`src/rtl/timer_pkg.sv`:
```
// Shared types, state encoding and preset helpers for the MM:SS countdown timer.
package timer_pkg;

  localparam logic [1:0] ST_IDLE  = 2'b00;
  localparam logic [1:0] ST_RUN   = 2'b01;
  localparam logic [1:0] ST_PAUSE = 2'b10;
  localparam logic [1:0] ST_DONE  = 2'b11;

  typedef logic [3:0] bcd_t;
  typedef logic [7:0] bcd_pair_t;

  localparam bcd_t BCD_MAX_SEC_TENS = 4'd5;
  localparam bcd_t BCD_MAX_DIGIT    = 4'd9;

  function automatic logic bcd_digit_ok(input bcd_t d, input bcd_t max_d);
    return d <= max_d;
  endfunction

  function automatic int bcd_pair_value(input bcd_pair_t p);
    return int'(p[7:4]) * 10 + int'(p[3:0]);
  endfunction

endpackage

```
`src/rtl/bcd_digit_down.sv`:
```
// One BCD down-counting digit: wraps to MAX when decremented from zero and
// reports that wrap as a borrow to the next more significant digit.
module bcd_digit_down
  import timer_pkg::*;
#(
  parameter bcd_t MAX = BCD_MAX_DIGIT
) (
  input  logic       clk,
  input  logic       rst,
  input  logic       en,
  input  logic       ld,
  input  logic [3:0] ld_val,
  output logic [3:0] q,
  output logic       zero,
  output logic       borrow
);

  bcd_t q_q, q_d;

  // Load takes precedence so a preset can never be disturbed by a decrement.
  always_comb begin
    q_d = q_q;
    if (ld) begin
      q_d = ld_val;
    end else if (en) begin
      q_d = (q_q == 4'd0) ? MAX : q_q - 4'd1;
    end
  end

  always_ff @(posedge clk or posedge rst) begin
    if (rst) begin
      q_q <= '0;
    end else begin
      q_q <= q_d;
    end
  end

  assign q      = q_q;
  assign zero   = (q_q == 4'd0);
  assign borrow = en && (q_q == 4'd0);

endmodule

```
`src/rtl/countdown_timer.sv`:
```
// MM:SS BCD countdown timer: control FSM, preset validation and output pulses
// around a chain of four borrow-linked BCD digits.
module countdown_timer
  import timer_pkg::*;
#(
  parameter int MAX_MIN = 59
) (
  input  logic       clk,
  input  logic       rst,
  input  logic       tick,
  input  logic       load,
  input  logic [7:0] preset_min,
  input  logic [7:0] preset_sec,
  input  logic       start,
  input  logic       pause,
  output logic [7:0] min_bcd,
  output logic [7:0] sec_bcd,
  output logic [1:0] state,
  output logic       expired,
  output logic       alarm,
  output logic       load_err
);

  logic [1:0] state_q, state_d;
  logic       expired_q, expired_d;
  logic       alarm_q, alarm_d;
  logic       load_err_q, load_err_d;

  logic       preset_valid;
  logic       do_load;
  logic       do_dec;
  logic       count_zero;
  logic       count_one;

  bcd_t       sec_ones, sec_tens, min_ones, min_tens;
  logic       sec_ones_zero, sec_tens_zero, min_ones_zero, min_tens_zero;
  logic       sec_ones_borrow, sec_tens_borrow, min_ones_borrow;
  logic       min_tens_borrow_unused;

  always_comb begin
    preset_valid = bcd_digit_ok(preset_min[7:4], BCD_MAX_DIGIT) &&
                   bcd_digit_ok(preset_min[3:0], BCD_MAX_DIGIT) &&
                   bcd_digit_ok(preset_sec[7:4], BCD_MAX_SEC_TENS) &&
                   bcd_digit_ok(preset_sec[3:0], BCD_MAX_DIGIT) &&
                   (bcd_pair_value(preset_min) <= MAX_MIN);
  end

  assign count_zero = sec_ones_zero && sec_tens_zero && min_ones_zero && min_tens_zero;
  assign count_one  = (sec_ones == 4'd1) && sec_tens_zero && min_ones_zero && min_tens_zero;

  // Strobes are resolved load > pause > start > tick; a strobe that is not
  // meaningful in the current state falls through to the next one.
  always_comb begin
    state_d    = state_q;
    do_load    = 1'b0;
    do_dec     = 1'b0;
    load_err_d = 1'b0;
    expired_d  = 1'b0;
    if (load) begin
      if (preset_valid) begin
        do_load = 1'b1;
        state_d = ST_IDLE;
      end else begin
        load_err_d = 1'b1;
      end
    end else if (pause && (state_q == ST_RUN)) begin
      state_d = ST_PAUSE;
    end else if (start && ((state_q == ST_IDLE) || (state_q == ST_PAUSE)) && !count_zero) begin
      state_d = ST_RUN;
    end else if (tick && (state_q == ST_RUN) && !count_zero) begin
      do_dec = 1'b1;
      if (count_one) begin
        state_d   = ST_DONE;
        expired_d = 1'b1;
      end
    end
    alarm_d = (state_d == ST_DONE);
  end

  always_ff @(posedge clk or posedge rst) begin
    if (rst) begin
      state_q    <= ST_IDLE;
      expired_q  <= 1'b0;
      alarm_q    <= 1'b0;
      load_err_q <= 1'b0;
    end else begin
      state_q    <= state_d;
      expired_q  <= expired_d;
      alarm_q    <= alarm_d;
      load_err_q <= load_err_d;
    end
  end

  bcd_digit_down #(.MAX(BCD_MAX_DIGIT)) u_sec_ones (
    .clk    (clk),
    .rst    (rst),
    .en     (do_dec),
    .ld     (do_load),
    .ld_val (preset_sec[3:0]),
    .q      (sec_ones),
    .zero   (sec_ones_zero),
    .borrow (sec_ones_borrow)
  );

  bcd_digit_down #(.MAX(BCD_MAX_SEC_TENS)) u_sec_tens (
    .clk    (clk),
    .rst    (rst),
    .en     (sec_ones_borrow),
    .ld     (do_load),
    .ld_val (preset_sec[7:4]),
    .q      (sec_tens),
    .zero   (sec_tens_zero),
    .borrow (sec_tens_borrow)
  );

  bcd_digit_down #(.MAX(BCD_MAX_DIGIT)) u_min_ones (
    .clk    (clk),
    .rst    (rst),
    .en     (sec_tens_borrow),
    .ld     (do_load),
    .ld_val (preset_min[3:0]),
    .q      (min_ones),
    .zero   (min_ones_zero),
    .borrow (min_ones_borrow)
  );

  // The top digit never borrows because 00:00 is never decremented.
  bcd_digit_down #(.MAX(BCD_MAX_DIGIT)) u_min_tens (
    .clk    (clk),
    .rst    (rst),
    .en     (min_ones_borrow),
    .ld     (do_load),
    .ld_val (preset_min[7:4]),
    .q      (min_tens),
    .zero   (min_tens_zero),
    .borrow (min_tens_borrow_unused)
  );

  assign min_bcd  = {min_tens, min_ones};
  assign sec_bcd  = {sec_tens, sec_ones};
  assign state    = state_q;
  assign expired  = expired_q;
  assign alarm    = alarm_q;
  assign load_err = load_err_q;

endmodule

```
`config.mk`:
```
export PLATFORM = sky130hd
export DESIGN_NAME = countdown_timer
export DESIGN_NICKNAME = d
export VERILOG_FILES = /design/src/rtl/timer_pkg.sv /design/src/rtl/bcd_digit_down.sv /design/src/rtl/countdown_timer.sv
export SDC_FILE = /design/constraint.sdc
export NUM_CORES = 1
export LEC_CHECK = 0
export ABC_CLOCK_PERIOD_IN_PS = 3740
export BUFFER_PORTS_ARGS = -buffer_cell sky130_fd_sc_hd__buf_4
export CORE_UTILIZATION = 56
export CTS_BUF_LIST = sky130_fd_sc_hd__clkbuf_4 sky130_fd_sc_hd__clkbuf_8 sky130_fd_sc_hd__clkbuf_16
export DETAILED_ROUTE_END_ITERATION = 10
export HOLD_SLACK_MARGIN = 0.05
export PLACE_DENSITY = 0.85
export SLEW_MARGIN = 20
export SYNTH_ARGS = -nofsm -noshare
export SYNTH_HDL_FRONTEND = slang
export SYNTH_SLANG_ARGS = --single-unit
```
`constraint.sdc`:
```
create_clock -name clk -period 3.74 [get_ports clk]
set_input_delay 0.374 -clock clk [delete_from_list [all_inputs] [get_ports clk]]
set_output_delay 0.374 -clock clk [all_outputs]
set_load 0.02 [all_outputs]
```
==> flow_metrics.py, run 1 <==
metrics = {
    "run_status": {
        "status": "finished, final reports clean",
    },
    "layout": {
        "final_nets": 232,
        "regArea_um2": 526,
        "drive_gt1_frac": 0.340,
        "num_antenna_cells": 0,
        "area_growth_pct": 25.0,
        "final.fill_count": 180,
        "multi_input_area_um2": 973,
    },
    "setup_path": {
        "rrSetupSlack_ps": 1360,
        "critical_path.endpoint_type": "register",
        "cp_data_required_time_ps": 3950,
        "crit_type": "primary input to register",
        "cp_max_fo": 9,
        "arrival_ps": 3320,
        "setup.worst_path.start_class": "primary input",
    },
    "cts": {
        "clk_pin_slew_ps": 130,
        "cts_tree": "done",
        "cts_resized": 0,
        "ctsHoldBuffers": 0,
        "insertion_delay_ps": 320,
        "cts.root.buffer_cell": "clkbuf_4",
        "cts.sinks": 21,
        "postCtsSetupBuffers": 0,
        "cts_buffers": 3,
        "cts_buffer_depth": 2,
        "htreeDepth": 1,
    },
    "logic_synthesis": {
        "syn-num-nets": 186,
        "synth_top_area_share": 0.346,
        "ys_async_sr_fraction": 1.00,
        "synth-seq-cells": 21,
        "synth_cells": 155,
        "seq_area_frac_synth": 0.346,
        "yosysUniqueCellTypes": 49,
        "synth_area_per_cell_um2": 9.80,
        "ys_warn_count": 0,
        "synth_area_leaders": "dfrtp_1 (35%), ha_1 (5.8%), mux2_2 (5.2%)",
        "synth-edff-count": 0,
        "netlist_area_um2": 1520,
        "synth-main-ff-cell": "dfrtp_1",
        "synth_area_leader_cell": "dfrtp_1",
    },
    "die": {
        "fp.dieW_um": 54.1,
        "start_util": 0.602,
        "io_pins": 43,
        "fp-row-count": 18,
        "core_area_um2": 2520,
        "dieHeight_um": 54.1,
        "die_area_um2": 2920,
    },
    "global_route": {
        "antenna_found_initial": 0,
        "grt_pass1_wl_mm": 5.90,
        "use_met3": 0.0537,
        "overflow": 0,
        "use_met1": 0.362,
        "grt.met2_usage": 0.475,
        "grt_max_degree": 22,
        "grt_pass1_vias": 1325,
        "track_usage": 0.283,
        "busiest_layer": "met2",
    },
    "timing": {
        "tns_ps": 0,
        "max_clock_freq_mhz": 322,
        "final_max_slew_viol_count": 0,
        "maxSlewHeadroom": 0.448,
        "fin_ws_ps": 630,
        "finalHoldViolations": 0,
        "min_period_over_period": 0.832,
        "skew_ps": 9.54,
        "setup_viol": 0,
        "period_needed_ps": 3110,
        "rsz0062_at_grt": "no",
        "worstMarginPinSlew_ps": 828,
    },
    "place": {
        "dp_slack_ps": 362,
        "hpwl_mm": 2.74,
        "port_buffers": 42,
        "gp_congestion": 0.896,
    },
    "detailed_routing": {
        "drtIter0Drc": 61,
        "dr.pass1.iters": 4,
        "avgRoutedWirePerCell_um": 15.9,
        "routed_wl_mm": 3.66,
        "vias_per_cell": 6.21,
        "remaining_drc_errors": 0,
        "antenna_left": 0,
        "vias": 1428,
    },
    "run": {
        "max_cap_violations": 0,
    },
    "power": {
        "ir_drop_v": 0.000640,
        "leakage_uw": 0.000864,
        "total_power_uw": 1220,
        "power_density_nw_per_um2": 640,
    },
    "hold_path": {
        "worst_hold_path_type": "primary input to asynchronous set/reset pin",
    },
}
-- registers in the layout (all words and copies together) (netlist names) --
| signal | flops |
|---|---|
| u_sec_ones.q | 4 |
| state | 2 |
| u_min_ones.q | 4 |
| u_sec_tens.q | 4 |
| alarm | 1 |
| load_err | 1 |
| expired | 1 |
| u_min_tens.q | 4 |
-- worst max-delay path, stage by stage --
cell      delay [ps]
buf_4            140
ha_1             300
ha_1             240
fa_1             620
nand2_1          120
or4b_2           640
nand3_1          110
a211oi_2          80
and2_0           340
a211o_1          350
-- cell usage after synthesis, types with 3 or more instances --
master,n
a21oi_1,7
dfrtp_1,21
ha_1,7
inv_1,3
mux2_2,7
nand2_1,10
nand3_1,11
nor2_1,8
nor2b_1,5
nor3_1,5
o21ai_0,14
o31ai_1,4
xnor2_1,4
xor2_1,3
-- path summary, 6_finish.rpt --
path                                 start              end  depth (start not counted)
max reg2reg                u_min_ones.q[1]         state[1]                          6
max                          preset_min[5]  u_min_ones.q[0]                         10
min in group clk             preset_min[0]  u_min_ones.q[0]                          2
min reg2reg                u_sec_ones.q[3]  u_sec_ones.q[2]                          2
min                                    rst         state[1]                          2
max in group asynchronous              rst  u_sec_ones.q[3]                          2
-- power by group --
| part | internal [uW] | total, uW | switching (uW) |
|---|---|---|---|
| clock | 40.1 | 116 | 75.7 |
| sequential | 318 | 462 | 144 |
| combinational | 306 | 638 | 332 |
-- stage by stage --
step / hold WS [ps] / instance area [um2] / utilization / cells
2_1_floorplan: 351 / 1520 / - / 155
3_3_place_gp: 569 / 1870 / 0.742 / 226
3_5_place_dp: 585 / 1870 / 0.742 / 226
4_1_cts: 231 / 1900 / 0.752 / 230
5_1_grt: 264 / 1900 / 0.752 / 230
6_report: 204 / 1900 / 0.752 / 230
-- layout make-up --
cell class | instances | area share
tap | 30 | 0.0198
sequential | 21 | 0.277
clock inverter | 1 | 0.00264
inverter | 3 | 0.00593
clock buffer | 3 | 0.0119
timing repair buffer | 43 | 0.170
multi-input combinational | 129 | 0.513
-- layout by cell type, fill, tap and decap left out, types with 2 or more instances in the layout --
cell type / count
a21o_1: 2
buf_4: 43
a21oi_1: 7
o311ai_0: 2
mux2_2: 7
nand3_1: 11
or3_1: 2
nor2_1: 8
or4_4: 2
o21ai_0: 14
a32o_1: 2
nor3b_1: 2
or4b_2: 2
nand2_1: 10
xnor2_1: 4
a211o_1: 2
fa_1: 2
and2_0: 2
inv_1: 3
nand4_1: 2
xor2_1: 3
nor2b_1: 5
o31ai_1: 4
ha_1: 7
nor3_1: 5
dfrtp_1: 21
clkbuf_4: 3
-- layer usage --
layer	vias up	share of wire
met4	0	0.010
met2	54	0.49
met5	-	0
met3	7	0.064
li1	681	-
met1	686	0.43
-- cell families (layout without fill, tap and decap cells) --
kind of cell	after synthesis	count (layout)	share of synthesized area
DFF	21	21	0.346
adders and majority gates	9	9	0.0840
muxes	9	9	0.0684
and+or+nand+nor	62	62	0.254
buffers and inverters	5	50	0.0132
xor gates and xnor gates	7	7	0.0404
AOI/OAI and AO/OA	42	42	0.194
No activity file was read; power rests on OpenSTA's default activity.
==> inputs of run 2 (changes only) <==
--- a/config.mk
+++ b/config.mk
@@ -5,13 +5,13 @@
 export SDC_FILE = /design/constraint.sdc
 export NUM_CORES = 1
 export LEC_CHECK = 0
-export ABC_CLOCK_PERIOD_IN_PS = 3740
+export ABC_CLOCK_PERIOD_IN_PS = 3150
 export BUFFER_PORTS_ARGS = -buffer_cell sky130_fd_sc_hd__buf_4
-export CORE_UTILIZATION = 56
+export CORE_UTILIZATION = 52
 export CTS_BUF_LIST = sky130_fd_sc_hd__clkbuf_4 sky130_fd_sc_hd__clkbuf_8 sky130_fd_sc_hd__clkbuf_16
 export DETAILED_ROUTE_END_ITERATION = 10
 export HOLD_SLACK_MARGIN = 0.05
-export PLACE_DENSITY = 0.85
+export PLACE_DENSITY = 0.8
 export SLEW_MARGIN = 20
 export SYNTH_ARGS = -nofsm -noshare
 export SYNTH_HDL_FRONTEND = slang
==> constraint.sdc (replaced) <==
create_clock -name clk -period 3.15 [get_ports clk]
set_input_delay 0.315 -clock clk [delete_from_list [all_inputs] [get_ports clk]]
set_output_delay 0.315 -clock clk [all_outputs]
set_load 0.02 [all_outputs]
==> run 2 against run 1 <==
First-iteration DRC count shrank 11%; utilization shrank 6.0 points; sequential power grew 19%; critical path depth is the same; total power grew 19%; sequential share of layout area shrank 0.16 points.
==> flow_metrics.py, run 2 (synthesis results as in run 1) <==
metrics = {
    "global_route": {
        "track_usage": 0.253,
        "grt_max_degree": 22,
        "overflow": 0,
        "grt_pass1_wl_mm": 6.29,
        "antenna_found_initial": 0,
        "grt_pass1_vias": 1462,
    },
    "run_status": {
        "status": "finished, final reports clean",
    },
    "detailed_routing": {
        "vias_per_cell": 6.14,
        "antenna_left": 0,
        "vias": 1425,
        "drtIter0Drc": 54,
        "routed_wl_mm": 3.68,
        "dr.pass1.iters": 4,
        "remaining_drc_errors": 0,
        "avgRoutedWirePerCell_um": 15.9,
    },
    "place": {
        "port_buffers": 42,
        "dp_slack_ps": -80.7,
        "gp_congestion": 0.910,
        "hpwl_mm": 2.89,
        "placed_cells": 228,
    },
    "timing": {
        "tns_ps": 0,
        "min_period_over_period": 0.945,
        "skew_ps": 4.02,
        "finalHoldViolations": 0,
        "rsz0062_at_grt": "no",
        "setup_viol": 0,
        "maxSlewHeadroom": 0.466,
        "fin_ws_ps": 172,
        "final_max_slew_viol_count": 0,
        "period_needed_ps": 2980,
        "worstMarginPinSlew_ps": 800,
        "max_clock_freq_mhz": 336,
    },
    "setup_path": {
        "cp_num_buf_inv": 1,
        "critical_path.endpoint_type": "register",
        "cpMostUsedCell": "ha_1",
        "worstPathCellList": "buf_4, ha_1, ha_1, fa_1, xor2_1, nor4bb_1, a31oi_1, a211oi_2, and2_0, o21ai_0",
        "cp_max_fo": 9,
        "crit_type": "primary input to register",
        "cp_data_required_time_ps": 3320,
        "setup.worst_path.start_class": "primary input",
        "arrival_ps": 3150,
        "cpLargestDelayFamily": "adder cells",
        "cp_slowest_cell": "and2_0",
        "max_stage_delay_ps": 470,
    },
    "cts": {
        "clk_pin_slew_ps": 110,
        "postCtsSetupBuffers": 0,
        "cts_buffer_depth": 2,
        "cts_resized": 0,
        "htreeDepth": 1,
        "cts_buffers": 3,
        "cts_tree": "done",
        "cts.sinks": 21,
        "ctsHoldBuffers": 0,
        "insertion_delay_ps": 310,
        "cts.root.buffer_cell": "clkbuf_4",
    },
    "power": {
        "power_density_nw_per_um2": 759,
        "switching_power_uw": 647,
        "internal_power_uw": 801,
        "power_frac_clock": 0.096,
        "power_frac_seq": 0.381,
        "ir_drop_v": 0.000610,
        "switching_share": 0.447,
        "leakage_uw": 0.000869,
        "total_power_uw": 1450,
        "combinationalPowerShare": 0.523,
    },
    "die": {
        "fp-row-count": 19,
        "die_area_um2": 3140,
        "start_util": 0.551,
        "io_pins": 43,
        "core_area_um2": 2760,
        "dieHeight_um": 56.0,
        "fp.dieW_um": 56.0,
    },
    "layout": {
        "regArea_um2": 526,
        "final_common_cell": "buf_4",
        "final_cell_count_no_fill": 232,
        "area_growth_pct": 25.7,
        "final_nets": 233,
        "final.fill_count": 208,
        "final_cell_mix": "buf_4 (44), dfrtp_1 (21), o21ai_0 (14), nand3_1 (11), nand2_1 (10)",
        "multi_input_area_um2": 973,
        "num_antenna_cells": 0,
        "drive_gt1_frac": 0.343,
    },
    "hold_path": {
        "worst_hold_path_type": "primary input to asynchronous set/reset pin",
    },
    "run": {
        "max_cap_violations": 0,
    },
}
-- run 2: changes by cell type in the layout (fill, tap and decap cells not counted), sizes merged --
cell | before | now
clkbuf | 3 | 4
buf | 43 | 44
clkinv | 1 | 0
-- run 2: worst paths after layout --
check,startpoint,end,slack [ps],cells after the start
min,rst,u_sec_ones.q[0],150,2
min in group clk,preset_min[0],u_min_ones.q[0],220,2
max,preset_min[5],u_min_tens.q[3],170,10
max in group asynchronous,rst,u_min_ones.q[0],2500,2
min reg2reg,u_sec_tens.q[3],u_sec_tens.q[3],600,1
max reg2reg,u_min_ones.q[1],u_sec_ones.q[0],750,5
-- run 2: final cells by class --
cell class,instances,area share
Clock buffer,4,0.0157
Inverter,3,0.00590
Multi-Input combinational cell,129,0.510
Sequential cell,21,0.275
Tap cell,31,0.0203
Timing Repair Buffer,44,0.173
-- run 2: through the flow --
| stage | instance area, um2 | utilization | hold slack, ps |
|---|---|---|---|
| 3_3_place_gp | 1880 | 0.681 | 513 |
| 2_1_floorplan | 1520 | - | 292 |
| 3_5_place_dp | 1880 | 0.681 | 523 |
| 4_1_cts | 1910 | 0.692 | 185 |
| 6_report | 1910 | 0.692 | 151 |
| 5_1_grt | 1910 | 0.692 | 210 |
-- run 2: metal layers --
layer,share of wire,up-vias,global-route usage
li1,-,682,-
met1,0.43,684,0.307
met2,0.50,51,0.464
met3,0.058,8,0.0349
met4,0.013,0,0.0697
met5,0,-,0
-- run 2: power groups by stage --
stage,clock [uW],sequential [uW],combinational (uW)
6_report,139,552,758
3_3_place_gp,0,544,736
2_1_floorplan,0,659,349
3_5_place_dp,0,556,757
5_1_grt,150,578,816
4_1_cts,141,551,761
==> inputs of run 3 (changes only) <==
--- a/config.mk
+++ b/config.mk
@@ -5,13 +5,15 @@
 export SDC_FILE = /design/constraint.sdc
 export NUM_CORES = 1
 export LEC_CHECK = 0
+export ABC_AREA = 1
 export ABC_CLOCK_PERIOD_IN_PS = 3150
 export BUFFER_PORTS_ARGS = -buffer_cell sky130_fd_sc_hd__buf_4
-export CORE_UTILIZATION = 52
+export CORE_UTILIZATION = 54
 export CTS_BUF_LIST = sky130_fd_sc_hd__clkbuf_4 sky130_fd_sc_hd__clkbuf_8 sky130_fd_sc_hd__clkbuf_16
 export DETAILED_ROUTE_END_ITERATION = 10
+export GPL_ROUTABILITY_DRIVEN = 0
 export HOLD_SLACK_MARGIN = 0.05
-export PLACE_DENSITY = 0.8
+export PLACE_DENSITY = 0.81
 export SLEW_MARGIN = 20
 export SYNTH_ARGS = -nofsm -noshare
 export SYNTH_HDL_FRONTEND = slang
==> run 3 against run 2 <==
Combinational power up 14%; die area increased by 11%; non-clock buffer count decreased by 2; highest routed layer unchanged; clock skew grew 6.4 ps.
==> flow_metrics.py, run 3 <==
metrics = {
    "cts": {
        "cts_tree": "done",
        "ctsHoldBuffers": 0,
        "cts.sinks": 21,
        "cts.root.buffer_cell": "clkbuf_4",
        "cts_buffer_depth": 2,
        "htreeDepth": 1,
        "clk_pin_slew_ps": 130,
        "cts_buffers": 3,
        "postCtsSetupBuffers": 0,
        "insertion_delay_ps": 330,
        "cts_resized": 0,
    },
    "timing": {
        "tns_ps": 0,
        "skew_ps": 10.4,
        "final_max_slew_viol_count": 0,
        "min_period_over_period": 0.790,
        "period_needed_ps": 2490,
        "fin_ws_ps": 661,
        "finalHoldViolations": 0,
        "setup_viol": 0,
        "maxSlewHeadroom": 0.477,
        "rsz0062_at_grt": "no",
        "worstMarginPinSlew_ps": 783,
        "max_clock_freq_mhz": 402,
    },
    "setup_path": {
        "rrSetupSlack_ps": 1460,
        "crit_type": "primary input to register",
        "critical_path.endpoint_type": "register",
        "reg2reg_from": "u_min_tens.q[0]",
        "setup.worst_path.start_class": "primary input",
        "cp_data_required_time_ps": 3390,
        "cp_max_fo": 24,
        "crit_start": "preset_min[5]",
        "arrival_ps": 2730,
    },
    "logic_synthesis": {
        "synth-edff-count": 0,
        "synth-main-ff-cell": "dfrtp_1",
        "syn-num-nets": 297,
        "ys_async_sr_fraction": 1.00,
        "synth_area_leaders": "dfrtp_1 (30%), nand2_1 (20%), nand3_1 (7.7%)",
        "synth_top_area_share": 0.298,
        "yosysUniqueCellTypes": 28,
        "ys_warn_count": 0,
        "seq_area_frac_synth": 0.298,
        "synth_common_cells": "nand2_1 (92), inv_1 (30), nand3_1 (27)",
        "synth_cells": 266,
        "netlist_area_um2": 1760,
        "synth.most_common_cell": "nand2_1",
        "synth_area_per_cell_um2": 6.63,
        "synth_area_leader_cell": "dfrtp_1",
        "synth-seq-cells": 21,
    },
    "global_route": {
        "grt_max_degree": 25,
        "grt_pass1_wl_mm": 6.80,
        "antenna_found_initial": 0,
        "overflow": 0,
        "grt_pass1_vias": 1671,
        "track_usage": 0.256,
    },
    "detailed_routing": {
        "routed_wl_mm": 3.93,
        "antenna_left": 0,
        "drtIter0Drc": 119,
        "vias": 1765,
        "avgRoutedWirePerCell_um": 11.1,
        "remaining_drc_errors": 0,
        "dr.pass1.iters": 4,
        "vias_per_cell": 5.00,
    },
    "layout": {
        "regArea_um2": 526,
        "num_antenna_cells": 0,
        "fin_util": 0.694,
        "final_common_cell": "nand2_1",
        "final_nets": 341,
        "drive_gt1_frac": 0.239,
        "multi_input_area_um2": 1070,
        "area_growth_pct": 21.2,
        "final_cell_mix": "nand2_1 (92), buf_4 (42), inv_1 (30), nand3_1 (27)",
        "final.fill_count": 309,
    },
    "die": {
        "core_area_um2": 3080,
        "io_pins": 43,
        "fp-row-count": 20,
        "dieHeight_um": 59.1,
        "die_area_um2": 3500,
        "start_util": 0.573,
        "fp.dieW_um": 59.1,
    },
    "run_status": {
        "status": "finished, final reports clean",
    },
    "place": {
        "port_buffers": 42,
        "hpwl_mm": 3.15,
        "dp_slack_ps": 304,
    },
    "hold_path": {
        "worst_hold_path_type": "primary input to asynchronous set/reset pin",
    },
    "power": {
        "ir_drop_v": 0.000412,
        "leakage_uw": 0.00121,
        "power_density_nw_per_um2": 709,
    },
    "run": {
        "max_cap_violations": 0,
    },
}
-- run 3: stage by stage --
stage	cell area, um2	total power, uW	hold slack (ps)	std cells
2_1_floorplan	1760	1080	292	266
3_3_place_gp	2110	1360	516	349
3_5_place_dp	2110	1380	524	349
4_1_cts	2140	1520	163	353
5_1_grt	2140	1670	170	353
6_report	2140	1520	121	353
-- run 3: area by class of cell --
class / instances / share of cell area
multi-input combinational: 205 / 0.503
timing repair buffer: 42 / 0.148
inverter: 37 / 0.0650
tap: 44 / 0.0258
sequential: 21 / 0.246
clock buffer: 3 / 0.0105
clock inverter: 1 / 0.00234
-- run 3: kinds of logic after synthesis --
| logic type | after synthesis | synth area share |
|---|---|---|
| and+or+nand+nor | 172 | 0.461 |
| buffers and inverters | 40 | 0.0923 |
| AOI/OAI and AO/OA | 21 | 0.0610 |
| xor gates and xnor gates | 3 | 0.0149 |
| DFF | 21 | 0.298 |
| adders and majority gates | 9 | 0.0724 |
-- run 3: worst paths after layout --
path                                    to  cells after the start
max                        u_sec_tens.q[0]                     14
min                        u_sec_tens.q[0]                      2
max reg2reg                u_min_tens.q[3]                     11
min reg2reg                u_sec_tens.q[3]                      2
max in group asynchronous  u_sec_ones.q[0]                      2
min in group clk           u_sec_ones.q[0]                      3
-- run 3: critical path: stages --
cell,delay (ps)
buf_4,130
ha_1,290
ha_1,240
fa_1,510
nand2_1,100
inv_2,100
nand2_1,60
nand2_1,60
nor2_1,50
nand2_2,160
nand4_4,310
or2_0,300
nand2_1,70
inv_1,40
-- run 3: routing by layer --
layer	part of all wire	track usage	vias up	wire length, um
met2	0.49	0.438	42	1910
li1	-	-	930	-
met4	0.015	0.112	0	57
met3	0.036	0.0437	6	142
met1	0.46	0.316	787	1820
met5	0	0	-	0
-- run 3: power breakdown --
group	switching (uW)	total, uW	internal (uW)
Combinational	519	861	343
Sequential	140	513	373
Clock	93.3	141	47.7
Total	752	1520	764
